--- config.mk ---
export PLATFORM = sky130hd
export DESIGN_NAME = decode_ctrl
export DESIGN_NICKNAME = d
export VERILOG_FILES = /design/src/rtl/cpu_pkg.sv /design/src/rtl/imm_extend.sv /design/src/rtl/decode_ctrl.sv
export SDC_FILE = /design/constraint.sdc
export NUM_CORES = 1
export LEC_CHECK = 0
export ABC_AREA = 0
export CORE_AREA = 3 3 119 121
export CTS_BUF_LIST = sky130_fd_sc_hd__clkbuf_4 sky130_fd_sc_hd__clkbuf_8 sky130_fd_sc_hd__clkbuf_16
export DETAILED_ROUTE_END_ITERATION = 8
export DIE_AREA = 0 0 122 124
export GPL_ROUTABILITY_DRIVEN = 0
export GPL_TIMING_DRIVEN = 0
export PLACE_DENSITY = 0.85
export RECOVER_POWER = 50
export REMOVE_ABC_BUFFERS = 1
export SLEW_MARGIN = 20
export SYNTH_ARGS = -nofsm -noshare
export SYNTH_HDL_FRONTEND = slang
export SYNTH_SLANG_ARGS = --single-unit
--- constraint.sdc ---
create_clock -name Clk -period 2.5 [get_ports Clk]
set_input_delay 0.375 -clock Clk [delete_from_list [all_inputs] [get_ports Clk]]
set_output_delay 0.375 -clock Clk [all_outputs]
set_load 0.02 [all_outputs]
--- src/rtl/cpu_pkg.sv ---
// cpu_pkg: shared decode constants for the unpipelined core.
//   - MIPS opcode and R-type funct encodings for the supported subset
//   - aluOp encodings driven to the ALU
//   - decode_ctrl FSM state encoding
//   - helpers that classify an opcode/funct pair
package cpu_pkg;

    localparam logic [5:0] OP_RTYPE = 6'h00;
    localparam logic [5:0] OP_J     = 6'h02;
    localparam logic [5:0] OP_BEQ   = 6'h04;
    localparam logic [5:0] OP_BNE   = 6'h05;
    localparam logic [5:0] OP_ADDI  = 6'h08;
    localparam logic [5:0] OP_ANDI  = 6'h0C;
    localparam logic [5:0] OP_ORI   = 6'h0D;
    localparam logic [5:0] OP_LUI   = 6'h0F;
    localparam logic [5:0] OP_LW    = 6'h23;
    localparam logic [5:0] OP_SW    = 6'h2B;

    localparam logic [5:0] FN_ADD = 6'h20;
    localparam logic [5:0] FN_SUB = 6'h22;
    localparam logic [5:0] FN_AND = 6'h24;
    localparam logic [5:0] FN_OR  = 6'h25;
    localparam logic [5:0] FN_SLT = 6'h2A;

    localparam logic [3:0] ALU_ADD = 4'd0;
    localparam logic [3:0] ALU_SUB = 4'd1;
    localparam logic [3:0] ALU_AND = 4'd2;
    localparam logic [3:0] ALU_OR  = 4'd3;
    localparam logic [3:0] ALU_SLT = 4'd4;
    localparam logic [3:0] ALU_LUI = 4'd5;

    typedef enum logic [2:0] {
        S_IDLE,
        S_DECODE,
        S_EXEC,
        S_MEM,
        S_WB
    } stateT;

    function automatic logic isLegal(input logic [5:0] op, input logic [5:0] fn);
        case (op)
            OP_RTYPE: isLegal = (fn == FN_ADD) || (fn == FN_SUB) || (fn == FN_AND) ||
                                (fn == FN_OR)  || (fn == FN_SLT);
            OP_J, OP_BEQ, OP_BNE, OP_ADDI, OP_ANDI, OP_ORI, OP_LUI, OP_LW, OP_SW:
                isLegal = 1'b1;
            default:  isLegal = 1'b0;
        endcase
    endfunction

    function automatic logic [3:0] aluOpFor(input logic [5:0] op, input logic [5:0] fn);
        case (op)
            OP_RTYPE: begin
                case (fn)
                    FN_SUB:  aluOpFor = ALU_SUB;
                    FN_AND:  aluOpFor = ALU_AND;
                    FN_OR:   aluOpFor = ALU_OR;
                    FN_SLT:  aluOpFor = ALU_SLT;
                    default: aluOpFor = ALU_ADD;
                endcase
            end
            OP_BEQ, OP_BNE: aluOpFor = ALU_SUB;
            OP_ANDI:        aluOpFor = ALU_AND;
            OP_ORI:         aluOpFor = ALU_OR;
            OP_LUI:         aluOpFor = ALU_LUI;
            default:        aluOpFor = ALU_ADD;
        endcase
    endfunction

    // Immediate-operand instructions feed imm_ext into ALU port B.
    function automatic logic usesImm(input logic [5:0] op);
        case (op)
            OP_ADDI, OP_ANDI, OP_ORI, OP_LUI, OP_LW, OP_SW: usesImm = 1'b1;
            default: usesImm = 1'b0;
        endcase
    endfunction

endpackage

--- src/rtl/imm_extend.sv ---
// imm_extend: combinational immediate extension selected by opcode.
//   opcode : instruction opcode field
//   imm    : raw 16-bit immediate field
//   immExt : sign-extended (arith/mem/branch), zero-extended (logical),
//            or upper-placed (lui) immediate; 0 for other opcodes
module imm_extend
    import cpu_pkg::*;
#(
    parameter int DATA_W = 32
) (
    input  logic [5:0]        opcode,
    input  logic [15:0]       imm,
    output logic [DATA_W-1:0] immExt
);

    always_comb begin
        immExt = '0;
        case (opcode)
            OP_ADDI, OP_LW, OP_SW, OP_BEQ, OP_BNE: immExt = DATA_W'($signed(imm));
            OP_ANDI, OP_ORI:                       immExt = DATA_W'(imm);
            OP_LUI:                                immExt = DATA_W'({imm, 16'h0000});
            default:                               immExt = '0;
        endcase
    end

endmodule

--- src/rtl/decode_ctrl.sv ---
// decode_ctrl: multi-cycle decode/control sequencer, one instruction in flight.
//   Clk, Rst                 : rising-edge clock, async active-low reset
//   instr_valid/instr        : instruction from fetch, accepted when instr_ready
//   mem_done                 : data memory access complete (sampled in MEM only)
//   readReg1/2, writeReg     : register file addresses, valid from EXEC through WB
//   regWrite, writeEnable    : WB strobes (regWrite suppressed for register 0)
//   aluOp, aluSrc, imm_ext   : ALU controls and extended immediate
//   memRead/Write, memToReg  : data memory controls
//   branch_eq/ne, jump       : single-cycle pulses during EXEC
//   jump_target              : instr[25:0]
//   illegal, retired         : sticky bad-instruction flag, retired count
// All outputs are registered and change on the edge that enters a state.
module decode_ctrl
    import cpu_pkg::*;
#(
    parameter int DATA_W = 32,
    parameter int REG_AW = 5
) (
    input  logic              Clk,
    input  logic              Rst,
    input  logic              instr_valid,
    input  logic [DATA_W-1:0] instr,
    output logic              instr_ready,
    input  logic              mem_done,
    output logic [REG_AW-1:0] readReg1,
    output logic [REG_AW-1:0] readReg2,
    output logic [REG_AW-1:0] writeReg,
    output logic              regWrite,
    output logic              writeEnable,
    output logic [3:0]        aluOp,
    output logic              aluSrc,
    output logic              memRead,
    output logic              memWrite,
    output logic              memToReg,
    output logic              branch_eq,
    output logic              branch_ne,
    output logic              jump,
    output logic [DATA_W-1:0] imm_ext,
    output logic [25:0]       jump_target,
    output logic              illegal,
    output logic [31:0]       retired
);

    stateT             state;
    logic [DATA_W-1:0] ir;
    logic [5:0]        opc;
    logic [5:0]        fn;
    logic [DATA_W-1:0] immNext;
    logic [REG_AW-1:0] dstNext;

    assign opc     = ir[31:26];
    assign fn      = ir[5:0];
    assign dstNext = (opc == OP_RTYPE) ? REG_AW'(ir[15:11]) : REG_AW'(ir[20:16]);

    imm_extend #(.DATA_W(DATA_W)) uImm (
        .opcode (opc),
        .imm    (ir[15:0]),
        .immExt (immNext)
    );

    always_ff @(posedge Clk or negedge Rst) begin
        if (!Rst) begin
            state       <= S_IDLE;
            ir          <= '0;
            instr_ready <= 1'b0;
            readReg1    <= '0;
            readReg2    <= '0;
            writeReg    <= '0;
            regWrite    <= 1'b0;
            writeEnable <= 1'b0;
            aluOp       <= '0;
            aluSrc      <= 1'b0;
            memRead     <= 1'b0;
            memWrite    <= 1'b0;
            memToReg    <= 1'b0;
            branch_eq   <= 1'b0;
            branch_ne   <= 1'b0;
            jump        <= 1'b0;
            imm_ext     <= '0;
            jump_target <= '0;
            illegal     <= 1'b0;
            retired     <= '0;
        end else begin
            // Single-cycle strobes drop unless the transition below re-raises them.
            branch_eq   <= 1'b0;
            branch_ne   <= 1'b0;
            jump        <= 1'b0;
            regWrite    <= 1'b0;
            writeEnable <= 1'b0;
            case (state)
                S_IDLE: begin
                    // instr_ready is low for the first cycle after reset, so
                    // acceptance is gated on the registered flag.
                    if (instr_ready && instr_valid) begin
                        ir          <= instr;
                        instr_ready <= 1'b0;
                        state       <= S_DECODE;
                    end else begin
                        instr_ready <= 1'b1;
                    end
                end
                S_DECODE: begin
                    readReg1    <= REG_AW'(ir[25:21]);
                    readReg2    <= REG_AW'(ir[20:16]);
                    writeReg    <= dstNext;
                    imm_ext     <= immNext;
                    aluOp       <= aluOpFor(opc, fn);
                    aluSrc      <= usesImm(opc);
                    jump_target <= ir[25:0];
                    memToReg    <= 1'b0;
                    if (!isLegal(opc, fn)) begin
                        illegal     <= 1'b1;
                        instr_ready <= 1'b1;
                        state       <= S_IDLE;
                    end else begin
                        branch_eq <= (opc == OP_BEQ);
                        branch_ne <= (opc == OP_BNE);
                        jump      <= (opc == OP_J);
                        state     <= S_EXEC;
                    end
                end
                S_EXEC: begin
                    case (opc)
                        OP_LW: begin
                            memRead <= 1'b1;
                            state   <= S_MEM;
                        end
                        OP_SW: begin
                            memWrite <= 1'b1;
                            state    <= S_MEM;
                        end
                        OP_BEQ, OP_BNE, OP_J: begin
                            instr_ready <= 1'b1;
                            retired     <= retired + 32'd1;
                            state       <= S_IDLE;
                        end
                        default: begin
                            writeEnable <= 1'b1;
                            regWrite    <= (writeReg != '0);
                            state       <= S_WB;
                        end
                    endcase
                end
                S_MEM: begin
                    if (mem_done) begin
                        memRead  <= 1'b0;
                        memWrite <= 1'b0;
                        if (opc == OP_LW) begin
                            memToReg    <= 1'b1;
                            writeEnable <= 1'b1;
                            regWrite    <= (writeReg != '0);
                            state       <= S_WB;
                        end else begin
                            instr_ready <= 1'b1;
                            retired     <= retired + 32'd1;
                            state       <= S_IDLE;
                        end
                    end
                end
                S_WB: begin
                    memToReg    <= 1'b0;
                    instr_ready <= 1'b1;
                    retired     <= retired + 32'd1;
                    state       <= S_IDLE;
                end
                default: state <= S_IDLE;
            endcase
        end
    end

endmodule

# Yosys cells after proc, flatten, opt, wreduce, memory -nomap -nowiden
# Index checks and enable logic that the tools add are counted.
# W data, S select, Z words.
# word_totals
regBits,155
out_inout_bits,120
# op_classes
n_addsub,1
n_eq_ne,26
n_mux,44
n_bitwise,1
reduce_logical,29
# op_table
op,n
$pmux W32 S3,2
$mux W32,3
$eq A6 B6 Y1 const B,7
$add A32 B1 Y32 const B,1
$eq A6 B4 Y1 const B,4
$pmux W3 S4,2
$mux W1,23
$pmux W4 S5,1
$ne A2 B2 Y1 const B,7
$eq A6 B3 Y1 const B,2
$pmux W1 S2,6
$reduce_bool A5 Y1,2
$reduce_or A5 Y1,2
$mux W3,3
$reduce_and A3 Y1,3
$reduce_or A9 Y1,1
$reduce_or A2 Y1,4
$eq A3 B2 Y1 const B,2
$eq A6 B2 Y1 const B,1
$logic_not A6 Y1,1
$pmux W3 S2,1
$reduce_and A2 Y1,3
$reduce_or A6 Y1,1
$mux W5,1
14 further kinds,18

# Longest topological paths before layout
# Gate-level depths: netlist of the first run.
# logic_depth
word_depth,9
depth_mapped,9
ltp_nobuf,6

# By module
# A second synthesis of the first run with hierarchy kept.
# unflattened
cells_unflattened,688
area_unflattened_um2,6844.1
# modules_own_cells
module,instances,cells_each,area_per_inst_um2,seq_area_each_um2
decode_ctrl,1,622,6336.1,3603.5
imm_extend,1,66,508.0,0.0

# Least setup slack after synthesis of the first run
# Ideal clock, no wire load.
# synth_timing
path_kind,reg-to-reg
from,register state[0]
to,register retired[24]
t_arrival_ps,1901
path_slack_ps,519
path_stages_with_launch,10
n_path_buf,4
period_less_slack_ps,1981
cell_sequence,dfrtp_1 buf_6 or3b_1 buf_6 o21a_4 or2_1 buf_6 buf_8 nor3_2 xor2_1
# synth_between
elab_chain_len,3
# synth_lines
item,line,source
from (decl),decode_ctrl.sv:44,stateT state;
from (signal assigned),decode_ctrl.sv:63,state <= S_IDLE;
from (signal assigned),decode_ctrl.sv:97,state <= S_DECODE;
from (signal assigned),decode_ctrl.sv:114,state <= S_IDLE;
$eq A3 B2 Y1 or $eq A3 B3 Y1 (tied branches),decode_ctrl.sv:90,case (state)
$ne A2 B2 Y1 (no line) or $reduce_bool A3 Y1 (tied branches),--,
$reduce_and A4 Y1 (no line),--,
to (signal assigned),decode_ctrl.sv:134,retired <= retired + 32'd1;
to (signal assigned),decode_ctrl.sv:155,retired <= retired + 32'd1;
to (signal assigned),decode_ctrl.sv:163,retired <= retired + 32'd1;
to (decl),decode_ctrl.sv:41,output logic [31:0] retired
# Several ways; a longest one is shown, not always the timed one.
# A chain may end at the register's enable or synchronous reset.

# Final worst setup path of the first run
# layout_timing
from,register ir[28]
to,register retired[29]
# layout_between
elab_chain_len,4
# layout_lines
item,line,source
from (decl),decode_ctrl.sv:45,logic [DATA_W-1:0] ir;
from (signal assigned),decode_ctrl.sv:95,ir <= instr;
$eq A6 B3 Y1 or $eq A6 B2 Y1 (tied branches),decode_ctrl.sv:123,case (opc)
$reduce_or A3 Y1,decode_ctrl.sv:123,
$ne A2 B2 Y1 (no line),--,
$reduce_and A4 Y1 (no line) (*),--,
# Every way passes the cells marked *; elsewhere a longest branch is shown, timed or not.

==> run_results.csv, run 1 <==
group,metric,value,unit
global_route,antenna_found_initial,0,
routing,drt_pre_antenna_iters,5,
logic_synthesis,syn_inst,612,
global_route,grt_usage,24.0,%
routing,vias_per_cell,5.61,
die,io_pins,156,
logic_synthesis,ys_types,62,
cells_and_area,drive_above_1_share,15.7,%
timing,finalClockSkew,9.91,ps
timing,fin_crit_sh,98.9,%
timing,setup_viol_count_final,0,
cts,numCtsBuffers,17,
routing,vias,5319,
logic_synthesis,synth_ff_type,"dfrtp_1",
worst_setup_path,cp_num_buf_inv,0,
routing,wirelength,17.7,mm
worst_setup_path,arrival,2740,ps
die,start_util,49.9,%
die,dieArea,15100,sq um
cts,root_buffer,"clkbuf_16",
logic_synthesis,ys_top_cells_by_area,"dfrtp_1, nand2_1, mux2_2",
timing,fin_hold_ws,466,ps
logic_synthesis,synth_area_leader_cell,"dfrtp_1",
timing,setup_tns,0,ps
die,core_area,13200,sq um
timing,max_freq,0.405,GHz
cells_and_area,stdcell_area,8960,sq um
logic_synthesis,async_flop_share,100,%
logic_synthesis,synth_commonest_cells,"dfrtp_1, nand2_1, mux2_2",
pwr,peakVddDrop,890,uV
worst_setup_path,end_kind,"register",
worst_setup_path,cp_slowest_cell,"a2111oi_1",
logic_synthesis,synth_seq_area_share,54.7,%
logic_synthesis,yosysMostFrequentCell,"dfrtp_1",
worst_setup_path,crit_chain,"nand4b_1 > or3b_1 > o211ai_2 > a2111oi_1 > xor2_1",
global_route,grt_pass1_vias,5370,
worst_setup_path,critical_path_class,"register to register",
worst_setup_path,critical_path.top_delay_family,"compound AO/OA/AOI/OAI gates",
logic_synthesis,netlist_area,6590,sq um
timing,slew-limit-headroom,7.52,%
placement,dp_slack,-324,ps
cells_and_area,utilization,67.9,%
worst_setup_path,cp_max_fo,15,
global_route,grt_pass1_wl,27.9,mm
logic_synthesis,yosysWarnings,0,
global_route,grt_start_max_net_pins,91,
die,fp.dieH,124,um
logic_synthesis,synth-edff-count,0,
routing,drc,0,
worst_setup_path,cp-start-kind,"register",
logic_synthesis,synth_top_area_share,54.7,%
routing,drtAntennaViolNets,0,
timing,worst_slew_pin_slew,1390,ps
worst_hold_path,hold_class,"register to register",
placement,dp_hpwl,11.9,mm
timing,min_period,2470,ps
routing,wl_per_cell,18.6,um
routing,drt_iter0_markers,461,
timing,slew_violations,0,
placement,io_buffers,154,
pwr,p_leak,3.74,nW
cts,clkSinkCount,144,
die,rows,42,
cells_and_area,finalNetCount,796,
cells_and_area,antenna_cells,0,
worst_setup_path,cp.required,2770,ps
pwr,power_density,1240,nW/um^2
cells_and_area,syn_to_final_growth,36.0,%
cts,cts_buffer_depth,2,
global_route,grt_overflow,0,
cts,clk_latency,420,ps
cts,cts_tree,"built",
cts,clkSlewWorstSetupHoldPaths,60,ps
cts,h-tree-depth,4,
worst_setup_path,slowest_delay,680,ps
outcome,status,"finished clean",
flow_run,maxCapViolations,0,
logic_synthesis,ys_ff_latch,144,
logic_synthesis,avgSynthCellArea,10.8,sq um
timing,hold_viol_final,0,
cells_and_area,fillers,928,
timing,setup_ws,28.1,ps
die,die_x,122,um
placement,place_area,8240,sq um
-- state kept, by name, summed over array words and instances (netlist names), 3 cells and up --
register and flops:
imm_ext 32, state 3, readReg1 5, writeReg 5, readReg2 4, ir 32, aluOp 3, retired 32
jump_target 17
-- cell usage in the layout, fill, tap and decap left out, drive strengths merged, types with 2 or more instances in the layout --
cell           count
nand3b             4
dlygate4sd3       27
nand2b             3
a2111oi            4
o211ai             2
or3b               4
dfrtp            144
xor2              27
and3               3
nor3              15
nor4b              3
a21oi             26
mux2i              7
nand2            126
nor4              14
clkbuf            24
nand4b             4
clkinvlp           4
a31oi              3
o21a               4
a22o              17
nand3             21
o21ai             33
xnor2              5
buf               18
bufinv             2
nor2              18
nor3b              3
or2                5
inv                8
nand4             12
mux2              31
o21bai             3
clkdlybuf4s50    127
nor2b              5
-- what timing repair did --
item                       in CTS  in global routing
buffers inserted                0                  9
gates resized for setup         3                  6
hold endpoints to repair       54                  0
pin swaps                       1                  1
gates cloned                    1                  0
hold buffers                    1                  0
setup endpoints to repair      23                 25
-- final cells by class --
class / count / area [sq um] / share of cell area [%]
Tap cell: 176 / 220 / 2.46
Sequential cell: 144 / 3600 / 40.2
Inverter: 5 / 18.8 / 0.209
Clock buffer: 22 / 482 / 5.38
Multi-Input combinational cell: 417 / 2750 / 30.6
Timing Repair Buffer: 174 / 1760 / 19.7
Clock inverter: 10 / 125 / 1.40
-- metal layers --
| layer | vias up | track usage [%] | part of all wire (%) | wire [um] |
|---|---|---|---|---|
| met1 | 2616 | 28.1 | 38 | 6770 |
| met2 | 232 | 38.9 | 49 | 8670 |
| met4 | 0 | 8.54 | 2.1 | 374 |
| li1 | 2429 | - | - | - |
| met5 | - | 0 | 0 | 0 |
| met3 | 42 | 11.2 | 10 | 1850 |
-- power by group --
part / leakage [nW] / total, mW / switching [mW] / internal [mW]
sequential: 1.74 / 3.98 / 0.879 / 3.10
clock: 0.287 / 2.59 / 1.01 / 1.58
combinational: 1.71 / 4.53 / 2.49 / 2.05
-- path summary, 6_finish.rpt --
path	endpoint	startpoint	depth (start not counted)	slack [ps]
setup / recovery	retired[29]	ir[28]	5	30
hold / removal	retired[31]	retired[31]	1	470
setup reg to reg	retired[29]	ir[28]	5	30
hold reg to reg	retired[31]	retired[31]	1	470
max in group asynchronous	state[0]	Rst	3	590
min in group asynchronous	retired[26]	Rst	2	820
-- cell families after synthesis --
logic type	share of synthesized area [%]
AO/OA/AOI/OAI	9.95
XOR/XNOR	4.25
adder cells (fa/ha/maj)	0.190
buffers and inverters	4.48
flip-flops	54.7
multiplexers	6.36
other	0.0569
AND/OR/NAND/NOR	20.0
-- stage by stage --
| stage | std cells | total power, mW |
|---|---|---|
| final | 948 | 11.1 |
| after global routing | 948 | 11.7 |
| after CTS | 939 | 11.1 |
| after detailed placement | 905 | 8.43 |
| after global placement | 895 | 8.04 |
| after floorplan | 565 | 6.26 |
No activity file was read; power rests on OpenSTA's default activity.
==> run 2, diff against run 1 <==
--- a/config.mk
+++ b/config.mk
@@ -6,6 +6,7 @@
 export NUM_CORES = 1
 export LEC_CHECK = 0
 export ABC_AREA = 0
+export ABC_CLOCK_PERIOD_IN_PS = 2500
 export CORE_AREA = 3 3 119 121
 export CTS_BUF_LIST = sky130_fd_sc_hd__clkbuf_4 sky130_fd_sc_hd__clkbuf_8 sky130_fd_sc_hd__clkbuf_16
 export DETAILED_ROUTE_END_ITERATION = 8
==> results of run 2 <==
Final layout, timing and power as in run 1 (identical DEF).
